--- src/rtl/reg_ctrl_pkg.sv ---
// Shared encodings for the register-file control sequencer: opcodes, ALU functions,
// FSM states and the 2-to-4 one-hot select helper.
package reg_ctrl_pkg;

  typedef enum logic [3:0] {
    OP_NOP = 4'd0,
    OP_LDA = 4'd1,
    OP_STA = 4'd2,
    OP_ADD = 4'd3,
    OP_SUB = 4'd4,
    OP_AND = 4'd5,
    OP_OR  = 4'd6,
    OP_XOR = 4'd7,
    OP_MOV = 4'd8
  } opcode_e;

  typedef enum logic [2:0] {
    ALU_PASS = 3'd0,
    ALU_ADD  = 3'd1,
    ALU_SUB  = 3'd2,
    ALU_AND  = 3'd3,
    ALU_OR   = 3'd4,
    ALU_XOR  = 3'd5
  } alu_op_e;

  typedef enum logic [2:0] {
    IDLE   = 3'd0,
    DECODE = 3'd1,
    READ   = 3'd2,
    WRITE  = 3'd3,
    HALT   = 3'd4
  } state_e;

  function automatic logic [3:0] onehot2(input logic [1:0] sel);
    return 4'b0001 << sel;
  endfunction

endpackage

--- src/rtl/reg_ctrl_sequencer.sv ---
// Decode/sequence control for the 4-entry register file, accumulator and ALU.
// Optional REGCTRL_ILLEGAL_TRAP_EN: illegal instructions set sticky IllegalOp and park in HALT.
module reg_ctrl_sequencer
  import reg_ctrl_pkg::*;
(
  input  logic       clk,
  input  logic       Reset,
  input  logic       InstrValid,
  input  logic [7:0] Instr,
  output logic       InstrReady,
  output logic [3:0] RegNum,
  output logic       RegCE,
  output logic       AccCE,
  output logic [2:0] AluOp,
  output logic       Busy,
  output logic       IllegalOp
);

  state_e     state;
  logic [7:0] instrQ;
  logic [3:0] op;
  logic [1:0] rd;
  logic [1:0] rs;
  logic       illegal;
  logic       needRead;
  logic       needWrite;
  alu_op_e    decAlu;

  assign op = instrQ[7:4];
  assign rd = instrQ[3:2];
  assign rs = instrQ[1:0];

  // R3 is a read-only input port, so any instruction writing it is rejected.
  always_comb begin
    illegal   = 1'b0;
    needRead  = 1'b0;
    needWrite = 1'b0;
    decAlu    = ALU_PASS;
    case (op)
      OP_NOP: ;
      OP_LDA: needRead = 1'b1;
      OP_STA: begin
        if (rd == 2'd3) illegal = 1'b1;
        else            needWrite = 1'b1;
      end
      OP_ADD: begin needRead = 1'b1; decAlu = ALU_ADD; end
      OP_SUB: begin needRead = 1'b1; decAlu = ALU_SUB; end
      OP_AND: begin needRead = 1'b1; decAlu = ALU_AND; end
      OP_OR:  begin needRead = 1'b1; decAlu = ALU_OR;  end
      OP_XOR: begin needRead = 1'b1; decAlu = ALU_XOR; end
      OP_MOV: begin
        if (rd == 2'd3) illegal = 1'b1;
        else begin
          needRead  = 1'b1;
          needWrite = 1'b1;
        end
      end
      default: illegal = 1'b1;
    endcase
  end

  // Outputs are computed for the state being entered so they are registered with it.
  always_ff @(posedge clk) begin
    if (Reset) begin
      state      <= IDLE;
      instrQ     <= 8'h00;
      RegNum     <= 4'b0000;
      RegCE      <= 1'b0;
      AccCE      <= 1'b0;
      AluOp      <= ALU_PASS;
      IllegalOp  <= 1'b0;
      InstrReady <= 1'b1;
      Busy       <= 1'b0;
    end else begin
      RegNum     <= 4'b0000;
      RegCE      <= 1'b0;
      AccCE      <= 1'b0;
      AluOp      <= ALU_PASS;
      InstrReady <= 1'b0;
      Busy       <= 1'b1;
      case (state)
        IDLE: begin
          if (InstrValid && InstrReady) begin
            instrQ <= Instr;
            state  <= DECODE;
          end else begin
            InstrReady <= 1'b1;
            Busy       <= 1'b0;
          end
        end
        DECODE: begin
          if (illegal) begin
`ifdef REGCTRL_ILLEGAL_TRAP_EN
            IllegalOp <= 1'b1;
            state     <= HALT;
`else
            state      <= IDLE;
            InstrReady <= 1'b1;
            Busy       <= 1'b0;
`endif
          end else if (needRead) begin
            state  <= READ;
            RegNum <= onehot2(rs);
            AccCE  <= 1'b1;
            AluOp  <= decAlu;
          end else if (needWrite) begin
            state  <= WRITE;
            RegNum <= onehot2(rd);
            RegCE  <= 1'b1;
          end else begin
            state      <= IDLE;
            InstrReady <= 1'b1;
            Busy       <= 1'b0;
          end
        end
        READ: begin
          if (needWrite) begin
            state  <= WRITE;
            RegNum <= onehot2(rd);
            RegCE  <= 1'b1;
          end else begin
            state      <= IDLE;
            InstrReady <= 1'b1;
            Busy       <= 1'b0;
          end
        end
`ifdef REGCTRL_ILLEGAL_TRAP_EN
        HALT: state <= HALT;
`endif
        default: begin
          state      <= IDLE;
          InstrReady <= 1'b1;
          Busy       <= 1'b0;
        end
      endcase
    end
  end

endmodule

--- config.mk ---
export PLATFORM = sky130hd
export DESIGN_NAME = reg_ctrl_sequencer
export DESIGN_NICKNAME = d
export VERILOG_FILES = /design/src/rtl/reg_ctrl_pkg.sv /design/src/rtl/reg_ctrl_sequencer.sv
export SDC_FILE = /design/constraint.sdc
export NUM_CORES = 1
export LEC_CHECK = 0
export CAP_MARGIN = 25
export CORE_UTILIZATION = 50
export DETAILED_ROUTE_END_ITERATION = 12
export MAX_ROUTING_LAYER = met4
export PLACE_DENSITY_LB_ADDON = 0.05
export SLEW_MARGIN = 20
export SYNTH_ARGS = -nofsm -noshare
export SYNTH_HDL_FRONTEND = slang
export SYNTH_SLANG_ARGS = --single-unit
--- constraint.sdc ---
create_clock -name clk -period 2.9 [get_ports clk]
set_input_delay 0.435 -clock clk [delete_from_list [all_inputs] [get_ports clk]]
set_output_delay 0.435 -clock clk [all_outputs]
set_load 0.02 [all_outputs]
==> metrics, run 1 <==
outcome=completed; buffer type at the clock tree root=sky130_fd_sc_hd__clkbuf_4; Data arrival, critical path=roughly 2.0 ns; leakage power figure=approximately 0.46 nW; Pre-antenna DRT Iters=4; Synthesized Nets=126; drc violations=0; unrepaired setup endpoints after global routing=no; number of slew-limit violations in the final report=0; sequential-to-total area share from yosys stat=0.440; count of clock tree sinks=21; crit end category=register; worst min-delay path category=reg -> reg; setup slack of the worst register-to-register path=between 1 and 1.5 ns; number of cells on the worst reg-to-reg path=6; layout-stage area growth over the synthesis result=27.4%; antenna violations before repair=0; worst setup path category=reg -> reg; Ant. Diodes=0; I/O pins=23; power after layout=about 600 uW; pwr dens=~500 nW/um^2; width of the chip=approximately 46 um; clock tree buffer depth=2; global-route congestion overflow total=0; WL per Instance=11.6 um; maximum number of pins on one net before global-route repair=16; CTS Buf Count=3; floorplan core area=1760 um^2; worst voltage drop across the vdd grid=310 uV; clock-pin transition on the worst setup and hold timing paths=approximately 0.11 ns; combined area of the multi-input logic cells=between 500 and 600 um^2; worst path required time=~3.1 ns; hold_buf cts=0; TritonCTS clock tree=done; final critical-path required period=~1.8 ns; synthesized area per cell=8.61 um^2; reg-to-reg critical path endpoint=RegNum[2]; number of H-tree levels=1; Vias per Instance=about 5.4; input/output buffers=21; Final Util=0.690; launching element type of the critical path=register; post-synthesis sequential element count=21; post-DP HPWL=between 1000 and 1500 um; distinct cell type count after synthesis=32; post-synthesis instance area=between 900 and 1000 um^2; initial core utilization=0.542; Final setup viols=0; Clock Latency Late Sink=0.29 ns; final RePlAce weighted congestion=around 0.84; die area=2090 um^2; worst-path maximum fanout=5; GRT Total Usage=0.221; number of global-route vias before repair=slightly below 800; top library cells by usage in the layout, fill and taps aside=22 x sky130_fd_sc_hd__nand2_1, 21 x sky130_fd_sc_hd__dfxtp_1, 21 x sky130_fd_sc_hd__clkdlybuf4s50_1, 12 x sky130_fd_sc_hd__a21oi_1, 6 x sky130_fd_sc_hd__nor2_1; number of design-rule violations left by the first detailed-router iteration=18; termination of the worst setup path=RegNum[2]; launch point of the worst path=state[0]; Max Cap Viol=0; beginning of the worst register-to-register path=state[0]; Synth warnings=0; final-report hold violation count=0; final-layout setup total negative slack=0 ns; Max Clk Rate=~560 MHz; fillcell total=167; cell count after synthesis=roughly 110; area used by sequential logic in the layout=420 um^2; post_cts resized=0; post-route ant nets=0; num rows=15; skew final=0.00251 ns; global-route wire length before repair=~3300 um; proportion of layout cells with a drive suffix above 1=0.0746; die height=roughly 46 um; total detailed-routing wirelength=between 1500 and 2000 um; total number of vias=between 800 and 900; NumNets Final=150; final worst-path cycle share=0.618; most frequent standard cell in the layout excluding fill and tap cells=sky130_fd_sc_hd__nand2_1; setup repair bufs after CTS=0
==> worst min-delay path by stage <==
stage                     startpoint   endpoint  slack [ns]  cells after the start
final                      instrQ[5]   AluOp[1]        0.51                      1
after CTS                  instrQ[1]  instrQ[1]        0.51                      2
after global placement     instrQ[5]   AluOp[1]        0.48                      1
after global routing       instrQ[1]  instrQ[1]        0.54                      2
after detailed placement   instrQ[1]  instrQ[1]        0.49                      2
after floorplan            instrQ[5]   AluOp[1]        0.45                      1
==> stage by stage <==
stage | std cells | hold WS (ns) | area [um^2] | setup WS, ns
4_1_cts | 159 | 0.506 | 1220 | 1.11
3_3_place_gp | 155 | 0.476 | 1190 | 0.911
3_5_place_dp | 155 | 0.488 | 1190 | 0.863
2_1_floorplan | 111 | 0.446 | 956 | 1.31
6_report | 159 | 0.509 | 1220 | 1.11
5_1_grt | 159 | 0.536 | 1220 | 0.947
==> sequential cells by signal, indices dropped and copies added (netlist names) <==
| signal | flops |
|---|---|
| instrQ | 8 |
| RegNum | 4 |
| AluOp | 3 |
| state | 2 |
| AccCE | 1 |
| Busy | 1 |
| InstrReady | 1 |
| RegCE | 1 |
==> cell usage after synthesis <==
library cell,number,share of area
sky130_fd_sc_hd__a21boi_0,1,0.0079
sky130_fd_sc_hd__a2111oi_0,1,0.0092
sky130_fd_sc_hd__inv_1,4,0.016
sky130_fd_sc_hd__conb_1,1,0.0039
sky130_fd_sc_hd__nand2_1,22,0.086
sky130_fd_sc_hd__a22oi_1,1,0.0079
sky130_fd_sc_hd__a211oi_1,2,0.016
sky130_fd_sc_hd__nor3_1,2,0.010
sky130_fd_sc_hd__nand3b_1,2,0.016
sky130_fd_sc_hd__a211oi_4,1,0.021
sky130_fd_sc_hd__dfxtp_1,21,0.44
sky130_fd_sc_hd__nor2b_1,2,0.013
sky130_fd_sc_hd__nand4_1,2,0.013
sky130_fd_sc_hd__a2bb2oi_2,1,0.016
sky130_fd_sc_hd__nor2_1,6,0.024
sky130_fd_sc_hd__o211ai_1,2,0.016
sky130_fd_sc_hd__buf_4,1,0.0079
sky130_fd_sc_hd__nand2b_1,1,0.0065
sky130_fd_sc_hd__and3_1,3,0.020
sky130_fd_sc_hd__nor4b_1,1,0.0092
sky130_fd_sc_hd__a22o_1,3,0.027
sky130_fd_sc_hd__clkbuf_1,2,0.0079
sky130_fd_sc_hd__o41ai_1,1,0.0092
sky130_fd_sc_hd__a21oi_1,12,0.063
sky130_fd_sc_hd__a21o_1,1,0.0079
sky130_fd_sc_hd__and2b_2,1,0.0092
sky130_fd_sc_hd__or2_2,2,0.013
sky130_fd_sc_hd__or4b_1,1,0.010
sky130_fd_sc_hd__o211a_1,1,0.010
sky130_fd_sc_hd__ha_1,4,0.052
sky130_fd_sc_hd__nand3_1,3,0.016
sky130_fd_sc_hd__o21ai_0,3,0.016
==> metal layers <==
layer / share of wire / vias to the layer above / global-route usage
met4: 0.014 / 0 / 0.106
met1: 0.48 / 387 / 0.305
met3: 0.063 / 4 / 0.0476
met5: 0 / - / -
met2: 0.44 / 34 / 0.303
li1: - / 438 / -
==> cell families after synthesis <==
logic type	Yosys count	share of synthesized area
flops	21	0.440
other cells	1	0.00392
compound gates	30	0.226
fa+ha+maj	4	0.0524
buf+inv	7	0.0314
simple gates	48	0.246
==> area by class of cell <==
cell class | instances | area share
multi-input combinational | 83 | 0.415
clock inverter | 1 | 0.00411
timing repair buffer | 22 | 0.179
inverter | 4 | 0.0123
sequential | 21 | 0.345
clock buffer | 3 | 0.0185
tap | 25 | 0.0257
==> where the power goes <==
part	switching [mW]	internal (mW)
Sequential	0.0222	0.306
Combinational	0.0732	0.0612
Clock	0.0830	0.0513
==> critical path: stages (launching register included) <==
cell                      delay [ns]
sky130_fd_sc_hd__dfxtp_1        0.41
sky130_fd_sc_hd__inv_1          0.08
sky130_fd_sc_hd__ha_1           0.28
sky130_fd_sc_hd__nor2b_1        0.26
sky130_fd_sc_hd__nand2_1        0.14
sky130_fd_sc_hd__or4b_1         0.48
sky130_fd_sc_hd__o21ai_0        0.08
(Power assumes the default switching activity.)
==> run 2, diff against run 1 <==
- CORE_UTILIZATION: 50 -> 43
- clock period: 2.9 -> 1.58 ns (I/O delays scaled with it)
==> metrics, run 2 (synthesized netlist as in run 1, its figures left out) <==
global-route wire length before repair=3640 um (+11%); cell internal power dissipation=813 uW (+94%); floorplan core area=2020 um^2 (+15%); clock tree buffer depth=2 (unchanged); count of clock tree sinks=21 (unchanged); final design instance area without fill=1330 um^2 (+9.4%); area of placed instances=1280 um^2 (+8.0%); Top reg by flops=instrQ; hold path start=Instr[7]; Clock Latency Late Sink=0.30 ns (about the same); post-route ant nets=0 (unchanged); num rows=16 (+1); initial core utilization=0.473 (-0.0691); number of H-tree levels=1 (unchanged); final-report hold violation count=0 (unchanged); maximum single-stage delay on the critical path=0.61 ns (+0.13 ns); antenna violations before repair=0 (unchanged); hold-critical path endpoint=instrQ[7]; Max Clk Rate=651 MHz; cell-by-cell trace of the critical path=clkdlybuf4s50_1; WHS Path Cells=3 (+2); crit end category=output port; skew final=0.00285 ns (+0.000337 ns); Vias per Instance=5.21 (-3.9%); Sequential Power Share=0.509 (-0.041); die area=2420 um^2 (+16%); P_sw=358 uW (+100%); share of total power in combinational logic=0.272 (+0.047); post-DP HPWL=1620 um (+16%); buffer type at the clock tree root=sky130_fd_sc_hd__clkbuf_4; final RePlAce weighted congestion=0.849 (+1.6%); worst setup path category=reg -> out; beginning of the worst register-to-register path=state[0]; biggest regs=instrQ (8), RegNum (4), AluOp (3); total detailed-routing wirelength=2100 um (+14%); die height=49.2 um (+7.5%); total number of vias=902 (+4.5%); pwr dens=880 nW/um^2 (+79%); input/output buffers=21 (unchanged); Clock power frac=0.219 (-0.006); Post-Layout Cell Count=173 (+8.8%); top cell family by delay on the critical path=buffers and inverters; WL per Instance=12.1 um (+4.5%); setup slack of the worst register-to-register path=0.05 ns (-1.06 ns); proportion of layout cells with a drive suffix above 1=0.199 (+0.124); clock-pin transition on the worst setup and hold timing paths=0.12 ns (about the same); global-route congestion overflow total=0 (unchanged); final-layout setup total negative slack=0 ns (unchanged); outcome=completed; Ant. Diodes=0 (unchanged); number of cells on the worst reg-to-reg path=6 (unchanged); width of the chip=49.2 um (+7.5%); instance count after placement with tap cells included=169 (+9.0%); buffers and inverters on the worst path=1 (unchanged); leakage power figure=0.523 nW (+14%); switch share=0.305 (+0.00667); drc violations=0 (unchanged); number of slew-limit violations in the final report=0 (unchanged); worst voltage drop across the vdd grid=593 uV (+92%); unrepaired setup endpoints after global routing=yes; Slowest-stage cell, CP=sky130_fd_sc_hd__clkdlybuf4s50_1; Pre-antenna DRT Iters=3 (-1); number of design-rule violations left by the first detailed-router iteration=12 (-6); number of global-route vias before repair=855 (+9.9%); top library cells by usage in the layout, fill and taps aside=21 x sky130_fd_sc_hd__nand2_1, 21 x sky130_fd_sc_hd__clkdlybuf4s50_1, 18 x sky130_fd_sc_hd__dfxtp_1, 13 x sky130_fd_sc_hd__buf_4, 12 x sky130_fd_sc_hd__a21oi_1; reg-to-reg critical path endpoint=RegNum[2]; worst-path maximum fanout=4 (-1); layout-stage area growth over the synthesis result=39.3%; worst path required time=1.34 ns (-1.79 ns); maximum number of pins on one net before global-route repair=15 (-1); area used by sequential logic in the layout=424 um^2 (+0.89%); GRT Total Usage=0.203 (-0.0176); CTS Buf Count=3 (unchanged); max reg flops=8 (unchanged); NumNets Final=162 (+8.0%); fillcell total=180 (+7.8%); combined area of the multi-input logic cells=523 um^2 (+3.5%); launching element type of the critical path=register; Data arrival, critical path=1.30 ns (-0.72 ns); Final Util=0.658 (-0.0317); I/O pins=23 (unchanged); Final setup viols=0 (unchanged); final-layout worst hold slack=0.460 ns (-0.0490 ns); worst min-delay path category=in -> reg; final critical-path required period=1.53 ns; Max Cap Viol=0 (unchanged); final worst-path cycle share=0.971; TritonCTS clock tree=done
[run 2: cell count changes in the layout (fill, tap and decap cells not counted), sizes merged]
| cell | before | now |
|---|---|---|
| buf | 1 | 13 |
[run 2: how the worst max path moves through the flow]
stage                           from    endpoint  slack [ns]  cells after the start
final                     InstrReady  InstrReady        0.05                      1
after floorplan             state[0]   RegNum[2]        0.05                      6
after CTS                   state[0]   RegNum[2]        0.03                      6
after global placement         Reset   RegNum[2]        0.03                      5
after global routing        state[1]   RegNum[2]       -0.04                      6
after detailed placement       Reset   RegNum[1]       -0.01                      5
[run 2: tightest hold or removal path: stages]
cell	delay, ns
sky130_fd_sc_hd__clkdlybuf4s50_1	0.39
sky130_fd_sc_hd__nand2_1	0.05
sky130_fd_sc_hd__a21oi_1	0.05
[run 2: power groups by stage]
stage / logic [mW] / registers (mW) / clock network (mW)
after floorplan: 0.161 / 0.617 / 0
after global placement: 0.302 / 0.605 / 0
after detailed placement: 0.307 / 0.607 / 0
after CTS: 0.314 / 0.595 / 0.267
after global routing: 0.351 / 0.601 / 0.291
final: 0.318 / 0.596 / 0.257
[run 2: what timing repair did]
action | 4_1_cts | 5_1_grt
hold buffers | 0 | 0
resized for setup | 2 | 6
pin swaps | 0 | 1
cloned | 0 | 0
buffers inserted | 0 | 0
endpoints found under the setup margin | 3 | 5
[run 2: area by class of cell]
| class | instances | share of cell area |
|---|---|---|
| inverter | 4 | 0.0113 |
| clock buffer | 3 | 0.0169 |
| sequential | 21 | 0.319 |
| multi-input combinational | 83 | 0.393 |
| clock inverter | 1 | 0.00376 |
| timing repair buffer | 34 | 0.231 |
| tap | 27 | 0.0254 |
[run 2: routing by layer]
| layer | vias to the layer above | share of wire | GRT usage |
|---|---|---|---|
| met1 | 416 | 0.46 | 0.236 |
| met4 | 0 | 0.024 | 0.0980 |
| met2 | 20 | 0.49 | 0.333 |
| met5 | - | 0 | - |
| met3 | 6 | 0.032 | 0.0405 |
| li1 | 460 | - | - |
[run 2: per-stage QoR]
| step | setup WS (ns) | power [mW] |
|---|---|---|
| 2_1_floorplan | 0.0519 | 0.778 |
| 3_3_place_gp | 0.0267 | 0.907 |
| 3_5_place_dp | -0.00962 | 0.914 |
| 4_1_cts | 0.0316 | 1.18 |
| 5_1_grt | -0.0355 | 1.24 |
| 6_report | 0.0451 | 1.17 |
==> run 3, diff against run 2 <==
- SKIP_LAST_GASP: unset -> 1
==> metrics, run 3 (synthesized netlist as in run 1, its figures left out) <==
total detailed-routing wirelength=2100 um (about the same); max reg flops=8 (unchanged); TritonCTS clock tree=done; total number of vias=902 (unchanged); Data arrival, critical path=1.80 ns (+0.50 ns); setup slack of the worst register-to-register path=0.02 ns (-0.02 ns); cell internal power dissipation=812 uW (-0.14%); floorplan core area=2020 um^2 (unchanged); die area=2420 um^2 (unchanged); Max Clk Rate=642 MHz (-1.5%); final RePlAce weighted congestion=0.849 (unchanged); beginning of the worst register-to-register path=state[0]; NumNets Final=162 (unchanged); most frequent standard cell in the layout excluding fill and tap cells=sky130_fd_sc_hd__nand2_1; met3 Track Usage GR=0.0405 (unchanged); Top reg by flops=instrQ; worst min-delay path category=in -> reg; skew final=0.00176 ns (-0.00109 ns); leakage power figure=0.522 nW (-0.12%); WL per Instance=12.1 um (about the same); Final setup viols=0 (unchanged); I/O pins=23 (unchanged); worst path required time=1.82 ns (+0.48 ns); antenna violations before repair=0 (unchanged); width of the chip=49.2 um (unchanged); reg-to-reg critical path endpoint=RegNum[2]; launching element type of the critical path=register; final worst slack=0.0215 ns (-0.0236 ns); clock tree buffer depth=2 (unchanged); worst-path maximum fanout=5 (+1); final worst-path cycle share=0.986 (+0.0149); buffer type at the clock tree root=sky130_fd_sc_hd__clkbuf_4; input/output buffers=21 (unchanged); global-route track usage on met1=0.236 (unchanged); biggest regs=instrQ (8), RegNum (4), AluOp (3); clock-pin transition on the worst setup and hold timing paths=0.11 ns (about the same); number of slew-limit violations in the final report=0 (unchanged); global-route congestion overflow total=0 (unchanged); Final Util=0.657 (-0.00186); drc violations=0 (unchanged); number of cells on the worst reg-to-reg path=6 (unchanged); Max Cap Viol=0 (unchanged); Clock power frac=0.219 (about the same); crit end category=register; switch share=0.304 (-0.000971); most crowded layer after global routing=met2; Sequential Power Share=0.510 (about the same); count of clock tree sinks=21 (unchanged); initial core utilization=0.473 (unchanged); Ant. Diodes=0 (unchanged); GRT Total Usage=0.203 (unchanged); number of H-tree levels=1 (unchanged); P_sw=356 uW (-0.59%); number of global-route vias before repair=855 (unchanged); unrepaired setup endpoints after global routing=yes; worst slack, placed=-0.00962 ns (unchanged); fillcell total=182 (+1.1%); die height=49.2 um (unchanged); top library cells by usage in the layout, fill and taps aside=22 x sky130_fd_sc_hd__nand2_1, 21 x sky130_fd_sc_hd__clkdlybuf4s50_1, 19 x sky130_fd_sc_hd__dfxtp_1, 13 x sky130_fd_sc_hd__buf_4, 12 x sky130_fd_sc_hd__a21oi_1; proportion of layout cells with a drive suffix above 1=0.185 (-0.0137); number of design-rule violations left by the first detailed-router iteration=10 (-2); num rows=16 (unchanged); CTS Buf Count=3 (unchanged); share of total power in combinational logic=0.271 (about the same); global-route wire length before repair=3640 um (unchanged); outcome=completed; setup repair bufs after CTS=0 (unchanged); final critical-path required period=1.56 ns (+0.0236 ns); Vias per Instance=5.21 (unchanged); post-route ant nets=0 (unchanged); hold_buf cts=0 (unchanged); Clock Latency Late Sink=0.30 ns (about the same); launch point of the worst path=state[0]; pwr dens=880 nW/um^2 (about the same); termination of the worst setup path=RegNum[2]; layout-stage area growth over the synthesis result=38.9%; post-DP HPWL=1620 um (unchanged); Pre-antenna DRT Iters=4 (+1); maximum number of pins on one net before global-route repair=15 (unchanged); fraction of met2 tracks used by global routing=0.333 (unchanged); final-report hold violation count=0 (unchanged); worst voltage drop across the vdd grid=593 uV (about the same); worst setup path category=reg -> reg
==> run 3: changes by cell type in the layout (fill, tap and decap cells not counted) <==
cell,delta
sky130_fd_sc_hd__nand2_2,-1
sky130_fd_sc_hd__nand2_1,+1
sky130_fd_sc_hd__dfxtp_1,+1
sky130_fd_sc_hd__o21ai_0,+1
sky130_fd_sc_hd__dfxtp_2,-1
sky130_fd_sc_hd__o21ai_1,-1
==> run 3: what timing repair did <==
item	CTS	global route
endpoints found under the setup margin	3	5
pin swaps	0	1
gates resized for setup	2	3
==> run 3: worst min path at each step <==
stage | from | to | slack, ns | depth (start not counted)
global placement | instrQ[5] | AluOp[1] | 0.48 | 1
CTS | Instr[6] | instrQ[6] | 0.46 | 3
floorplan | Reset | state[1] | 0.34 | 1
finish | Instr[7] | instrQ[7] | 0.46 | 3
global route | Instr[0] | instrQ[0] | 0.48 | 3
detailed placement | instrQ[1] | instrQ[1] | 0.49 | 2
==> run 3: power by group through the flow <==
stage	clock (mW)	sequential, mW	combinational (mW)
floorplan	0	0.617	0.161
global placement	0	0.605	0.302
detailed placement	0	0.607	0.307
CTS	0.267	0.595	0.314
global route	0.291	0.601	0.349
finish	0.256	0.595	0.317
==> run 3: layer usage <==
metal  vias up  part of all wire
met3         6             0.032
met5         -                 0
met2        20              0.49
met4         0             0.024
li1        460                 -
met1       416              0.46
==> run 3: area by class of cell <==
class	instances	area [um^2]	share of cell area
flip-flops and latches	21	423	0.319
repair buffers	34	308	0.232
clock buffers	3	22.5	0.0170
well taps	27	33.8	0.0254
multi-input cells	83	520	0.392
clock inverters	1	5.00	0.00377
inverters	4	15.0	0.0113
==> run 3: critical path: stages (launching register included) <==
cell and delay (ns):
sky130_fd_sc_hd__dfxtp_1 0.35, sky130_fd_sc_hd__inv_1 0.06, sky130_fd_sc_hd__ha_1 0.28, sky130_fd_sc_hd__nor2b_4 0.18, sky130_fd_sc_hd__nand2_1 0.08, sky130_fd_sc_hd__or4b_1 0.47, sky130_fd_sc_hd__o21ai_0 0.08
==> run 3: through the flow <==
stage	total power [mW]	hold WS [ns]	std cells	setup TNS, ns	instance area [um^2]
finish	1.17	0.462	173	0	1330
detailed placement	0.914	0.493	169	-0.0118	1280
global route	1.24	0.475	173	-0.0544	1330
floorplan	0.778	0.338	111	0	958
global placement	0.907	0.482	169	0	1280
CTS	1.18	0.460	173	0	1320
